$ cat src/rtl/uart_pkg.sv
// -----------------------------------------------------------------------------
// uart_pkg
// Definitions shared by the UART transmitter, the receiver and their benches:
//   tx_state_t      - transmitter FSM state encoding
//   PAR_NONE/EVEN/ODD - parity-mode codes
//   uart_frame_len()  - clock cycles occupied by one complete frame
// -----------------------------------------------------------------------------
package uart_pkg;

  typedef enum logic [2:0] {
    IDLE   = 3'd0,
    START  = 3'd1,
    DATA   = 3'd2,
    PARITY = 3'd3,
    STOP   = 3'd4
  } tx_state_t;

  localparam logic [1:0] PAR_NONE = 2'd0;
  localparam logic [1:0] PAR_EVEN = 2'd1;
  localparam logic [1:0] PAR_ODD  = 2'd2;

  // Cycles from the first start-bit cycle to the last stop-bit cycle inclusive.
  function automatic int unsigned uart_frame_len(
    input int unsigned data_bits,
    input logic [1:0]  parity_mode,
    input int unsigned stop_bits,
    input int unsigned clks_per_bit
  );
    int unsigned par_bits;
    par_bits = (parity_mode == PAR_NONE) ? 0 : 1;
    return (1 + data_bits + par_bits + stop_bits) * clks_per_bit;
  endfunction

endpackage

$ cat src/rtl/uart_baud_gen.sv
// -----------------------------------------------------------------------------
// uart_baud_gen
// Loadable bit-period down-counter. A pulse on load starts a new bit period of
// exactly CLKS_PER_BIT cycles; bit_end is high on the last cycle of the period.
// Ports:
//   clk      in  clock, rising edge
//   arst     in  asynchronous active-high reset
//   rst      in  synchronous active-high clear
//   load     in  start a new bit period on this edge
//   bit_end  out current cycle is the last of the bit period (count == 0)
// -----------------------------------------------------------------------------
module uart_baud_gen #(
  parameter int unsigned CLKS_PER_BIT = 10417
) (
  input  logic clk,
  input  logic arst,
  input  logic rst,
  input  logic load,
  output logic bit_end
);

  localparam int unsigned CNT_W = (CLKS_PER_BIT > 1) ? $clog2(CLKS_PER_BIT) : 1;
  localparam logic [CNT_W-1:0] LOAD_VAL = CNT_W'(CLKS_PER_BIT - 1);

  logic [CNT_W-1:0] cnt_q;
  logic [CNT_W-1:0] cnt_d;

  always_comb begin
    cnt_d = cnt_q;
    if (rst) begin
      cnt_d = '0;
    end else if (load) begin
      cnt_d = LOAD_VAL;
    end else if (cnt_q != '0) begin
      cnt_d = cnt_q - CNT_W'(1);
    end
  end

  // NOTE: sequential state is updated only with non-blocking assignments so
  // every flop samples the pre-edge values of the others.
  always_ff @(posedge clk or posedge arst) begin
    if (arst) begin
      cnt_q <= '0;
    end else begin
      cnt_q <= cnt_d;
    end
  end

  assign bit_end = (cnt_q == '0);

endmodule

$ cat src/rtl/uart_tx_param.sv
// -----------------------------------------------------------------------------
// uart_tx_param
// Parametrised UART transmitter: start bit, DATA_BITS data bits LSB-first,
// optional even/odd parity, 1 or 2 stop bits. A one-entry holding buffer lets
// the next word wait while a frame is on the line, so frames run back-to-back.
// Ports:
//   clk       in  clock, rising edge
//   arst      in  asynchronous active-high reset
//   rst       in  synchronous active-high clear (same effect as arst)
//   tx_data   in  word to send, sampled on transfer
//   tx_valid  in  producer has a word
//   tx_ready  out holding buffer empty (transfer = tx_valid && tx_ready)
//   tx        out registered serial line, idle high
//   busy      out frame on the line or holding buffer full
//   done      out one-cycle pulse in the cycle after the last stop bit
// -----------------------------------------------------------------------------
module uart_tx_param
  import uart_pkg::*;
#(
  parameter int unsigned DATA_BITS    = 8,
  parameter int unsigned CLKS_PER_BIT = 10417,
  parameter int unsigned PARITY_EN    = 0,
  parameter int unsigned PARITY_ODD   = 0,
  parameter int unsigned STOP_BITS    = 1
) (
  input  logic                 clk,
  input  logic                 arst,
  input  logic                 rst,
  input  logic [DATA_BITS-1:0] tx_data,
  input  logic                 tx_valid,
  output logic                 tx_ready,
  output logic                 tx,
  output logic                 busy,
  output logic                 done
);

  localparam int unsigned       IDX_W       = $clog2(DATA_BITS);
  localparam logic [IDX_W-1:0]  LAST_IDX    = IDX_W'(DATA_BITS - 1);
  localparam logic              LAST_STOP   = (STOP_BITS == 2) ? 1'b1 : 1'b0;
  localparam logic              PAR_ODD_BIT = (PARITY_ODD != 0) ? 1'b1 : 1'b0;
  localparam bit                HAS_PARITY  = (PARITY_EN != 0);

  tx_state_t            state_q,     state_d;
  logic [DATA_BITS-1:0] shift_q,     shift_d;
  logic                 par_q,       par_d;
  logic [IDX_W-1:0]     bit_idx_q,   bit_idx_d;
  logic                 stop_idx_q,  stop_idx_d;
  logic [DATA_BITS-1:0] hold_data_q, hold_data_d;
  logic                 hold_full_q, hold_full_d;
  logic                 tx_q,        tx_d;
  logic                 done_q,      done_d;

  logic pull;
  logic transfer;
  logic bit_end;
  logic baud_load;

  assign tx_ready = ~hold_full_q & ~rst;
  assign transfer = tx_valid & tx_ready;

  // NOTE: every signal written in this block gets a default first, so no path
  // leaves one unassigned and no latch is inferred.
  always_comb begin
    state_d     = state_q;
    shift_d     = shift_q;
    par_d       = par_q;
    bit_idx_d   = bit_idx_q;
    stop_idx_d  = stop_idx_q;
    hold_data_d = hold_data_q;
    hold_full_d = hold_full_q;
    done_d      = 1'b0;
    pull        = 1'b0;

    unique case (state_q)
      IDLE: begin
        if (hold_full_q) pull = 1'b1;
      end
      START: begin
        if (bit_end) state_d = DATA;
      end
      DATA: begin
        if (bit_end) begin
          shift_d   = shift_q >> 1;
          bit_idx_d = bit_idx_q + IDX_W'(1);
          if (bit_idx_q == LAST_IDX) begin
            bit_idx_d = '0;
            state_d   = HAS_PARITY ? PARITY : STOP;
          end
        end
      end
      PARITY: begin
        if (bit_end) state_d = STOP;
      end
      STOP: begin
        if (bit_end) begin
          if (stop_idx_q == LAST_STOP) begin
            stop_idx_d = 1'b0;
            done_d     = 1'b1;
            // Pulling here, on the final stop-bit cycle, is what gives
            // back-to-back frames with no idle gap.
            if (hold_full_q) pull = 1'b1;
            else             state_d = IDLE;
          end else begin
            stop_idx_d = 1'b1;
          end
        end
      end
      default: state_d = IDLE;
    endcase

    if (pull) begin
      state_d     = START;
      shift_d     = hold_data_q;
      par_d       = (^hold_data_q) ^ PAR_ODD_BIT;
      hold_full_d = 1'b0;
    end

    // A transfer in the same cycle as a pull refills the buffer; the pull
    // above already took the old word from hold_data_q.
    if (transfer) begin
      hold_full_d = 1'b1;
      hold_data_d = tx_data;
    end

    if (rst) begin
      state_d     = IDLE;
      shift_d     = '0;
      par_d       = 1'b0;
      bit_idx_d   = '0;
      stop_idx_d  = 1'b0;
      hold_data_d = '0;
      hold_full_d = 1'b0;
      done_d      = 1'b0;
    end

    // tx is registered from the next state so the line level changes on the
    // same edge as the state.
    unique case (state_d)
      START:   tx_d = 1'b0;
      DATA:    tx_d = shift_d[0];
      PARITY:  tx_d = par_d;
      default: tx_d = 1'b1;
    endcase
  end

  // A new bit period begins on a pull from IDLE or whenever a bit ends and
  // the FSM stays active.
  always_comb begin
    if (state_q == IDLE) baud_load = pull & ~rst;
    else                 baud_load = bit_end & (state_d != IDLE);
  end

  uart_baud_gen #(
    .CLKS_PER_BIT(CLKS_PER_BIT)
  ) u_baud (
    .clk     (clk),
    .arst    (arst),
    .rst     (rst),
    .load    (baud_load),
    .bit_end (bit_end)
  );

  // NOTE: the datapath registers are reset along with the control flops; they
  // are few, and it keeps every output defined straight out of reset.
  always_ff @(posedge clk or posedge arst) begin
    if (arst) begin
      state_q     <= IDLE;
      shift_q     <= '0;
      par_q       <= 1'b0;
      bit_idx_q   <= '0;
      stop_idx_q  <= 1'b0;
      hold_data_q <= '0;
      hold_full_q <= 1'b0;
      tx_q        <= 1'b1;
      done_q      <= 1'b0;
    end else begin
      state_q     <= state_d;
      shift_q     <= shift_d;
      par_q       <= par_d;
      bit_idx_q   <= bit_idx_d;
      stop_idx_q  <= stop_idx_d;
      hold_data_q <= hold_data_d;
      hold_full_q <= hold_full_d;
      tx_q        <= tx_d;
      done_q      <= done_d;
    end
  end

  assign tx   = tx_q;
  assign done = done_q;
  assign busy = (state_q != IDLE) | hold_full_q;

endmodule
$ cat config.mk
export PLATFORM = sky130hd
export DESIGN_NAME = uart_tx_param
export DESIGN_NICKNAME = d
export VERILOG_FILES = /design/src/rtl/uart_pkg.sv /design/src/rtl/uart_baud_gen.sv /design/src/rtl/uart_tx_param.sv
export SDC_FILE = /design/constraint.sdc
export NUM_CORES = 1
export LEC_CHECK = 0
export CORE_UTILIZATION = 45
export DETAILED_ROUTE_END_ITERATION = 10
export SLEW_MARGIN = 20
export SYNTH_ARGS = -nofsm -noshare
export SYNTH_HDL_FRONTEND = slang
export SYNTH_SLANG_ARGS = --single-unit
export TNS_END_PERCENT = 20
$ cat constraint.sdc
create_clock -name clk -period 2.9 [get_ports clk]
set_input_delay 0.29 -clock clk [delete_from_list [all_inputs] [get_ports clk]]
set_output_delay 0.29 -clock clk [all_outputs]
set_load 0.01 [all_outputs]
==> reports/metrics.yaml <==
status:
  status: "finished with violations"
  violations: "design-rule violations"
timing:
  setup_viol: 0
  max-slew-margin-rel: 0.558
  maxSlewViolCount: 0
  whs_ns: 0.420
  clock_skew_ns: 0.00573
  finalHoldViolations: 0
  final.min_clock_period_ns: 2.71
  worst_pin_slew_ns: 0.662
  rsz0062_at_grt: "no"
  fmax_ghz: 0.369
  tns_ns: 0
  fin_crit_sh: 0.935
  layout_setup_ws_ns: 0.189
worst_setup_path:
  critPathKind: "reg -> reg"
  timing.rr.end: "u_baud.cnt_q[0]$_DFFE_PP0P_"
  end_kind: "register"
  arrival_ns: 2.86
  cp_max_fo: 18
  r2r-start: "u_baud.cnt_q[0]$_DFFE_PP0P_"
  rrSetupSlack_ns: 0.19
  rr_worst_depth: 6
  worstPathRequired_ns: 3.05
  worstSetupStartpointType: "register"
layout:
  fillers: 409
  drive_gt1_frac: 0.0950
  area_delta_synth_final_pct: 14.3
  layout_commonest_cell: "dfrtp_1"
  nets: 257
  final_cell_mix: "dfrtp_1 (39), nor2_1 (33), nand2_1 (25)"
  antenna_cells: 0
  finalNonFillerCells: 294
placed_design:
  place_inst: 286
  numPortBuffers: 15
  dp_hpwl_mm: 3.03
  place_ws_ns: 0.226
  place.gp.congestion: 0.777
logic_synthesis:
  synth_flop_cell: "dfrtp_1"
  ys_warn_count: 0
  synthArstFlopShare: 1.00
  netlist_instances: 225
  synth-edff-count: 0
  yosys.area.top_type: "dfrtp_1"
  postSynthAreaPerCell_um2: 9.51
  syn-num-nets: 241
  synth.top_cell.area_share: 0.456
  synthDistinctLibCells: 40
  syn_area_mm2: 0.00214
  synthTopCellsByArea: "dfrtp_1 (46%), nor2_1 (5.8%), a21oi_1 (4.9%)"
  synth-seq-cells: 40
  yosysSeqAreaShare: 0.468
floorplan:
  fp.dieW_um: 71.0
  num_rows: 24
  core-area_mm2: 0.00447
  pin_count: 16
  initial_utilization: 0.478
  dieHeight_um: 71.0
  dieArea_mm2: 0.00503
grt:
  grt_pass1_vias: 1719
  grt_pass1_wl_mm: 7.85
  antenna_found_initial: 0
  track_usage: 0.202
  grt_max_degree: 41
  grt_overflow: 0
clock_tree:
  htree_levels: 2
  cts_root_buf: "clkbuf_8"
  postCtsSetupBuffers: 0
  clock_latency_ns: 0.29
  cts_resized: 0
  clk_pin_slew_worst_paths_ns: 0.08
  cts.path.max_buffers: 2
  postCtsHoldBufs: 0
  numClockSinks: 40
  cts_tree: "built"
  numCtsBuffers: 5
route:
  via_per_inst: 5.65
  ant_nets: 0
  num_vias: 1661
  totalWireLength_mm: 4.40
  dr.pass1.iters: 7
  avgRoutedWirePerCell_um: 15.0
  drc: 2
  first_iter_violations: 96
power_and_ir_drop:
  leakagePower_nw: 1.14
  peakVddDrop_mv: 0.588
  power_density_mw_per_mm2: 836
min_path:
  hp-class: "in -> async"
job:
  max_cap_viol_count: 0
[metrics by stage]
step / power [mW] / utilization / area, µm²
after floorplan: 1.42 / - / 2140
after global placement: 1.58 / 0.523 / 2340
after detailed placement: 1.59 / 0.523 / 2340
after CTS: 2.06 / 0.547 / 2450
after global routing: 2.22 / 0.547 / 2450
final: 2.04 / 0.547 / 2450
[flip-flops by register name, indices dropped and copies added, names as in the netlist]
| register | cells |
|---|---|
| done | 1 |
| tx | 1 |
| state_q | 3 |
| par_q | 1 |
| bit_idx_q | 3 |
| hold_data_q | 8 |
| hold_full_q | 1 |
| shift_q | 8 |
| u_baud.cnt_q | 14 |
[synthesized netlist by cell type (2+ instances only)]
master    number
nand3_1        3
or3_1          2
clkbuf_1       7
o21ai_0        3
nor2_1        33
a211oi_1       8
and4_1         2
or4_4          2
nand2b_1       3
a31oi_1        2
inv_1          8
xnor2_1       11
dfrtp_1       39
buf_1          2
mux2i_1       10
o21a_1         3
nor4_1         4
a21oi_1       21
or4_1          5
nand2_1       25
xor2_1         4
buf_6          2
nor3_1         6
ha_1           4
[worst max-delay path, cell delays in order, from the launching register on]
cell and delay, ns:
dfrtp_1 0.42, inv_1 0.11, ha_1 0.16, or4b_1 0.51, or4_4 0.58, o311ai_2 0.64, nor3_1 0.14
[metal layers]
metal | vias to the layer above | routed length, µm | global-route usage
met5 | - | 0 | 0
met4 | 0 | 89 | 0.104
met3 | 9 | 193 | 0.0484
met2 | 48 | 1960 | 0.295
met1 | 790 | 2160 | 0.280
li1 | 814 | - | -
[power by group]
part | internal (mW) | switching [mW]
clock | 0.255 | 0.194
combinational | 0.360 | 0.443
sequential | 0.668 | 0.123
total | 1.28 | 0.760
[worst max-delay path by stage]
| stage | from | endpoint | cells past startpoint |
|---|---|---|---|
| after floorplan | u_baud.cnt_q[0]$_DFFE_PP0P_ | tx$_DFF_PP1_ | 9 |
| after global placement | u_baud.cnt_q[0]$_DFFE_PP0P_ | u_baud.cnt_q[0]$_DFFE_PP0P_ | 6 |
| after detailed placement | u_baud.cnt_q[0]$_DFFE_PP0P_ | u_baud.cnt_q[0]$_DFFE_PP0P_ | 6 |
| after CTS | u_baud.cnt_q[0]$_DFFE_PP0P_ | u_baud.cnt_q[0]$_DFFE_PP0P_ | 6 |
| after global routing | u_baud.cnt_q[0]$_DFFE_PP0P_ | u_baud.cnt_q[1]$_DFFE_PP0P_ | 6 |
| final | u_baud.cnt_q[0]$_DFFE_PP0P_ | u_baud.cnt_q[0]$_DFFE_PP0P_ | 6 |
[final cells by class]
class | count | area, µm² | share of cell area
multi-input combinational | 165 | 1050 | 0.428
sequential | 40 | 1000 | 0.410
timing repair buffer | 21 | 195 | 0.0798
clock buffer | 6 | 72.6 | 0.0297
tap | 52 | 65.1 | 0.0266
clock inverter | 2 | 35.0 | 0.0143
inverter | 8 | 30.0 | 0.0123
[cell families (layout without fill, tap and decap cells)]
| group | after synthesis | count (layout) | share of synthesized area |
|---|---|---|---|
| buf+inv | 20 | 37 | 0.0427 |
| fa+ha+maj | 4 | 4 | 0.0234 |
| xor+xnor | 15 | 15 | 0.0614 |
| mux | 11 | 11 | 0.0520 |
| simple gates | 91 | 91 | 0.209 |
| flops | 40 | 40 | 0.468 |
| compound gates | 44 | 44 | 0.143 |
No activity file was read; power rests on OpenSTA's default activity.
